**src/rtl/fb_text_pkg.sv**
```systemverilog
`default_nettype none
// ---------------------------------------------------------------------------
// fb_text_pkg - frame-buffer geometry, control codes and writer FSM states
// Revision: 1.0
// ---------------------------------------------------------------------------
package fb_text_pkg;

  localparam logic [15:0] FB_BASE     = 16'hF000;
  localparam logic [15:0] ROW_STRIDE  = 16'd80;
  localparam int          COLS        = 80;
  localparam int          ROWS        = 60;
  localparam logic [7:0]  BLANK_GLYPH = 8'h20;

  localparam logic [7:0] CH_LF = 8'h0A;
  localparam logic [7:0] CH_CR = 8'h0D;
  localparam logic [7:0] CH_BS = 8'h08;
  localparam logic [7:0] CH_FF = 8'h0C;

  localparam logic [6:0] COL_LAST  = 7'(COLS - 1);
  localparam logic [5:0] ROW_LAST  = 6'(ROWS - 1);
  localparam logic [5:0] WORD_LAST = 6'(COLS / 2 - 1);

  typedef enum logic [2:0] {
    ST_IDLE,
    ST_RD,
    ST_WR,
    ST_CLR
`ifdef FB_TEXT_WRITER_SCROLL_EN
    ,
    ST_SCR_RD,
    ST_SCR_WR,
    ST_SCR_CLR
`endif
  } fb_state_e;

  // Word address of a glyph row/word pair; wraps at 16 bits by construction.
  function automatic logic [15:0] cell_addr(input logic [5:0] row, input logic [5:0] word);
    return FB_BASE + ROW_STRIDE * {10'd0, row} + {10'd0, word};
  endfunction

endpackage
`default_nettype wire

```
**src/rtl/fb_cursor.sv**
```systemverilog
`default_nettype none
// ---------------------------------------------------------------------------
// fb_cursor - 80x60 glyph cursor with end-of-screen detect
// Build option: FB_TEXT_WRITER_SCROLL_EN (row holds at the last row for scroll)
// Revision: 1.0
// ---------------------------------------------------------------------------
module fb_cursor (
  input  logic       clk,
  input  logic       reset,
  input  logic       i_advance,
  input  logic       i_newline,
  input  logic       i_carriage_return,
  input  logic       i_backspace,
  input  logic       i_home,
  output logic [6:0] o_col,
  output logic [5:0] o_row,
  output logic       o_eos
);
  import fb_text_pkg::*;

  logic [6:0] r_col;
  logic [5:0] r_row;
  logic       w_col_wrap;
  logic       w_row_adv;

  assign w_col_wrap = i_advance && (r_col == COL_LAST);
  assign w_row_adv  = i_newline || w_col_wrap;
  assign o_eos      = w_row_adv && (r_row == ROW_LAST);
  assign o_col      = r_col;
  assign o_row      = r_row;

  always_ff @(posedge clk) begin
    if (reset || i_home) begin
      r_col <= '0;
      r_row <= '0;
    end else begin
      if (i_newline || i_carriage_return || w_col_wrap)
        r_col <= '0;
      else if (i_advance)
        r_col <= r_col + 7'd1;
      else if (i_backspace && (r_col != '0))
        r_col <= r_col - 7'd1;

      if (w_row_adv) begin
        if (r_row != ROW_LAST)
          r_row <= r_row + 6'd1;
`ifndef FB_TEXT_WRITER_SCROLL_EN
        else
          r_row <= '0;
`endif
      end
    end
  end

endmodule
`default_nettype wire

```
**src/rtl/fb_text_writer.sv**
```systemverilog
`default_nettype none
// ---------------------------------------------------------------------------
// fb_text_writer - character stream to text-mode frame buffer via read-modify-write
// Build option: FB_TEXT_WRITER_SCROLL_EN (scroll up at end of screen instead of wrap)
// Revision: 1.0
// ---------------------------------------------------------------------------
module fb_text_writer (
  input  logic        clk,
  input  logic        reset,
  input  logic        i_char_valid,
  input  logic [7:0]  i_char_data,
  output logic        o_char_ready,
  output logic [15:0] o_mem_addr,
  output logic [15:0] o_mem_wdata,
  output logic        o_mem_we,
  input  logic [15:0] i_mem_rdata,
  output logic        o_busy,
  output logic [6:0]  o_cursor_col,
  output logic [5:0]  o_cursor_row
);
  import fb_text_pkg::*;

  fb_state_e  r_state, w_state_n;
  logic [7:0] r_code;
  logic [5:0] r_row_idx, r_word_idx;
  logic       w_accept, w_is_lf, w_is_cr, w_is_bs, w_is_ff, w_is_glyph;
  logic       w_advance, w_eos, w_word_last, w_idx_step, w_idx_clear;

  assign o_char_ready = (r_state == ST_IDLE) && !reset;
  assign o_busy       = (r_state != ST_IDLE);
  assign w_accept     = i_char_valid && o_char_ready;
  assign w_is_lf      = w_accept && (i_char_data == CH_LF);
  assign w_is_cr      = w_accept && (i_char_data == CH_CR);
  assign w_is_bs      = w_accept && (i_char_data == CH_BS);
  assign w_is_ff      = w_accept && (i_char_data == CH_FF);
  assign w_is_glyph   = w_accept && !(w_is_lf || w_is_cr || w_is_bs || w_is_ff);
  assign w_advance    = (r_state == ST_WR);
  assign w_word_last  = (r_word_idx == WORD_LAST);

  fb_cursor u_cursor (
    .clk               (clk),
    .reset             (reset),
    .i_advance         (w_advance),
    .i_newline         (w_is_lf),
    .i_carriage_return (w_is_cr),
    .i_backspace       (w_is_bs),
    .i_home            (w_is_ff),
    .o_col             (o_cursor_col),
    .o_row             (o_cursor_row),
    .o_eos             (w_eos)
  );

`ifndef FB_TEXT_WRITER_SCROLL_EN
  logic w_unused_eos;
  assign w_unused_eos = w_eos;
`endif

  always_ff @(posedge clk) begin
    if (reset) begin
      r_state    <= ST_IDLE;
      r_code     <= '0;
      r_row_idx  <= '0;
      r_word_idx <= '0;
    end else begin
      r_state <= w_state_n;
      if (w_is_glyph)
        r_code <= i_char_data;
      if (w_idx_clear) begin
        r_row_idx  <= '0;
        r_word_idx <= '0;
      end else if (w_idx_step) begin
        r_word_idx <= w_word_last ? 6'd0 : r_word_idx + 6'd1;
        if (w_word_last)
          r_row_idx <= r_row_idx + 6'd1;
      end
    end
  end

  always_comb begin
    w_state_n   = r_state;
    o_mem_addr  = FB_BASE;
    o_mem_wdata = '0;
    o_mem_we    = 1'b0;
    w_idx_clear = 1'b0;
    w_idx_step  = 1'b0;
    case (r_state)
      ST_IDLE: begin
        if (w_is_ff) begin
          w_state_n   = ST_CLR;
          w_idx_clear = 1'b1;
        end else if (w_is_glyph) begin
          w_state_n = ST_RD;
        end
`ifdef FB_TEXT_WRITER_SCROLL_EN
        else if (w_is_lf && w_eos) begin
          w_state_n   = ST_SCR_RD;
          w_idx_clear = 1'b1;
        end
`endif
      end
      ST_RD: begin
        o_mem_addr = cell_addr(o_cursor_row, o_cursor_col[6:1]);
        w_state_n  = ST_WR;
      end
      ST_WR: begin
        // Cursor still points at the target cell until this edge.
        o_mem_addr  = cell_addr(o_cursor_row, o_cursor_col[6:1]);
        o_mem_wdata = o_cursor_col[0] ? {i_mem_rdata[15:8], r_code}
                                      : {r_code, i_mem_rdata[7:0]};
        o_mem_we    = 1'b1;
        w_state_n   = ST_IDLE;
`ifdef FB_TEXT_WRITER_SCROLL_EN
        if (w_eos) begin
          w_state_n   = ST_SCR_RD;
          w_idx_clear = 1'b1;
        end
`endif
      end
      ST_CLR: begin
        o_mem_addr  = cell_addr(r_row_idx, r_word_idx);
        o_mem_wdata = {BLANK_GLYPH, BLANK_GLYPH};
        o_mem_we    = 1'b1;
        w_idx_step  = 1'b1;
        if (w_word_last && (r_row_idx == ROW_LAST))
          w_state_n = ST_IDLE;
      end
`ifdef FB_TEXT_WRITER_SCROLL_EN
      ST_SCR_RD: begin
        o_mem_addr = cell_addr(r_row_idx + 6'd1, r_word_idx);
        w_state_n  = ST_SCR_WR;
      end
      ST_SCR_WR: begin
        o_mem_addr  = cell_addr(r_row_idx, r_word_idx);
        o_mem_wdata = i_mem_rdata;
        o_mem_we    = 1'b1;
        w_idx_step  = 1'b1;
        w_state_n   = (w_word_last && (r_row_idx == ROW_LAST - 6'd1)) ? ST_SCR_CLR : ST_SCR_RD;
      end
      ST_SCR_CLR: begin
        o_mem_addr  = cell_addr(r_row_idx, r_word_idx);
        o_mem_wdata = {BLANK_GLYPH, BLANK_GLYPH};
        o_mem_we    = 1'b1;
        w_idx_step  = 1'b1;
        if (w_word_last)
          w_state_n = ST_IDLE;
      end
`endif
      default: w_state_n = ST_IDLE;
    endcase
  end

endmodule
`default_nettype wire

```
**config.mk**
```make
export PLATFORM = sky130hd
export DESIGN_NAME = fb_text_writer
export DESIGN_NICKNAME = d
export VERILOG_FILES = /design/src/rtl/fb_text_pkg.sv /design/src/rtl/fb_cursor.sv /design/src/rtl/fb_text_writer.sv
export SDC_FILE = /design/constraint.sdc
export NUM_CORES = 1
export LEC_CHECK = 0
export BUFFER_PORTS_ARGS = -buffer_cell sky130_fd_sc_hd__buf_2
export CORE_MARGIN = 2
export CORE_UTILIZATION = 59
export DETAILED_ROUTE_END_ITERATION = 8
export GPL_TIMING_DRIVEN = 0
export PLACE_DENSITY = 0.9
export SLEW_MARGIN = 0
export SYNTH_ARGS = -nofsm -noshare
export SYNTH_HDL_FRONTEND = slang
export SYNTH_HIERARCHICAL = 1
export SYNTH_SLANG_ARGS = --single-unit
```
**constraint.sdc**
```tcl
create_clock -name clk -period 3.56 [get_ports clk]
set_input_delay 0.356 -clock clk [delete_from_list [all_inputs] [get_ports clk]]
set_output_delay 0.356 -clock clk [all_outputs]
set_load 0.05 [all_outputs]
```
==> impl_metrics.ini <==
[setup_path]
crit_path_start_kind = register
cp_data_arrival_time_ps = 3000
cp_max_fo = 6
crit_top_cell = ha_1
r2r.worst_path.cells = 10
rr_endpoint = u_cursor/o_col[5]$_SDFFE_PP0P_
end_kind = primary output
cpLargestDelayFamily = adder cells
reg2reg_slack_ps = 1010
critPathLaunch = r_row_idx[1]$_SDFFE_PP0P_
endpoint = o_mem_addr[15]
critPathMaxStageDelay_ps = 460
worstSetupPathType = reg -> out
crit-reg2reg-launch = r_state[0]$_SDFFE_PP0P_
slowest_stage = dfxtp_1
worstPathRequired_ps = 3200
critPathBufInv = 1
path_depth = 9
crit_chain = ha_1 > ha_1 > fa_1 > a21o_1 > a21oi_1 > xor2_1 > nor4_1 > o22ai_1 > buf_2

[worst_hold_path]
hold_class = in -> reg
worstHoldStart = reset

[timing]
worst_slack_ps = 205.9
worstMarginPinSlew_ps = 692.7
worst_clock_skew_ps = 7.581
rsz0062_at_grt = false
fin_crit_ps = 3354
relSlewSlack = 0.5263
hold_viol_final = 0
hold_ws_ps = 315.7
drv_slew = 0
period_share = 0.9422
finalSetupViolations = 0
fin_tns_setup_ps = 0
fmax_mhz = 298.1

[clock_network]
cts_hold_buf = 0
cts_root_buf = clkbuf_8
post_cts_buffers = 0
clock_sinks = 35
cts_buffer_depth = 2
post_cts_resized = 0
cts_tree = built
cts_made_buffers = 5
htree_levels = 2
clkTransAtPathRegs_ps = 70
clk_latency_ps = 300

[final_layout]
final_cells = 525
syn2layout_area_growth_pct = 18.03
stdcell_area_um2 = 3654
layout_common_cells = 75 x buf_2, 57 x nor2_1, 33 x ha_1, 33 x dfxtp_1, 28 x mux2i_1
finalCoreUtilization = 0.7199
final_nets = 520
final_common_cell = buf_2
layout-drive-gt1-share = 0.2176
diodes = 0

[detailed_routing]
drt-initial-drc-count = 224
post_drt_wl_per_cell_um = 15.03
vias = 3070
wirelength_um = 7890
drcViolationCount = 0
viasPerCell = 5.848
first_pass_iters = 5
antenna_left = 0

[power]
power_mw = 2.136
power_density_nw_per_um2 = 584.5
vdd.ir_drop.worst_mv = 0.5023
p_leak_nw = 1.705

[synthesis]
synth_xor_area_frac = 0.1023
synth_mux_area_frac = 0.09054
synthAdderAreaFrac = 0.1657
synth-seq-cells = 35
ys_seq_area_frac = 0.2264
synth_cell_type_count = 52
ys.flop_type = dfxtp_1
syn_avg_cell_area_um2 = 8.277
synthArstFlopShare = 0
netlist.area_leader.share = 0.2264
synth_compound_area_frac = 0.1346
yosys.area_share.simple = 0.2385
synth_fp_nets = 439
synth.area.top_cells = dfxtp_1 23%, ha_1 13%, mux2i_1 9.1%
synthesis.area_um2 = 3095
synth_top_family_by_area = simple AND/OR/NAND/NOR gates
synth_edf_count = 0
synthCells = 374
yosys_warnings = 6
yosysTopAreaCell = dfxtp_1

[floorplanning]
initial_core_util = 0.6100
die-area_um2 = 5842
die_w_um = 76.44
rows = 26
core_area_um2 = 5075
io_pins = 75
die_h_um = 76.44

[status]
status = completed

[global_route]
gr-total-overflow = 0
grt_max_degree = 11
antenna_found_initial = 0
grt_pass1_vias = 3018
grt_first_pass_wirelength_um = 13760
grtUsageTotal = 0.2820

[placed_design]
portBuffers = 74
gp_congestion = 0.8528
dp_cells = 518
hpwl_um = 6173
pre_cts_ws_ps = 458.6
dpl-instance-area_um2 = 3561

[flow_run]
maxCapViolations = 0
==> power by group <==
part	switching, mW	internal (mW)	total [mW]
sequential	0.0785	0.443	0.521
clock	0.144	0.152	0.296
combinational	0.917	0.401	1.32
total	1.14	0.996	2.14
==> how the worst min path moves through the flow <==
stage                                           endpoint  depth (start not counted)
after floorplan           u_cursor/o_row[1]$_SDFFE_PP0P_                          1
after global placement        r_word_idx[1]$_SDFFE_PP0P_                          2
after detailed placement      r_word_idx[1]$_SDFFE_PP0P_                          2
after CTS                         r_code[5]$_SDFFE_PP0P_                          3
after global routing              r_code[5]$_SDFFE_PP0P_                          3
final                     u_cursor/o_row[1]$_SDFFE_PP0P_                          2
==> state kept, by name, indices dropped and copies added (netlist names) <==
| name | flops |
|---|---|
| r_code | 8 |
| u_cursor/o_col | 7 |
| r_row_idx | 6 |
| r_word_idx | 6 |
| u_cursor/o_row | 6 |
| r_state | 2 |
==> cell type report <==
| cell class | count | area (µm²) |
|---|---|---|
| Multi-Input combinational cell | 309 | 2272 |
| Fill cell | 396 | 1421 |
| Sequential cell | 35 | 703.2 |
| Timing Repair Buffer | 74 | 372.9 |
| Tap cell | 70 | 87.58 |
| Clock buffer | 6 | 82.58 |
| Buffer | 14 | 70.07 |
| Inverter | 16 | 60.06 |
| Clock inverter | 1 | 5.005 |
==> metal layers <==
| metal | track usage | vias to the layer above | wire length (µm) |
|---|---|---|---|
| li1 | - | 1505 | - |
| met1 | 0.3496 | 1453 | 3387 |
| met2 | 0.4938 | 99 | 4042 |
| met3 | 0.03436 | 13 | 335 |
| met4 | 0.1164 | 0 | 124 |
| met5 | 0 | - | 0 |
==> logic make-up after synthesis <==
logic type | count (synthesis)
AOI/OAI and AO/OA | 63
adders and majority gates | 38
xor gates and xnor gates | 33
and+or+nand+nor | 147
buffers and inverters | 30
DFF | 35
muxes | 28
==> cells in the mapped netlist (all sizes together) (2+ instances only) <==
library cell / n
nand3: 11
inv: 16
a21o: 8
a211oi: 2
buf: 4
and4: 2
nor4: 8
o22ai: 4
nor3: 13
nand2b: 5
and3: 3
nor2: 58
dfxtp: 35
nand4: 10
xor2: 19
nand2: 23
a22oi: 9
or2: 3
fa: 5
xnor2: 12
ha: 33
clkbuf: 10
xnor3: 2
and2: 2
nand3b: 2
or3: 3
o21ai: 8
a21oi: 18
mux2i: 28
a31oi: 2
==> worst reg2reg max path, cell delays in order, from the launching register on <==
cell and delay (ps):
dfxtp_1 350, inv_1 110, ha_1 190, clkbuf_1 290
inv_1 230, ha_1 360, a211oi_1 340, o21bai_1 120
a21oi_1 190, xor2_1 180, o31ai_1 80
(Power assumes the default switching activity.)
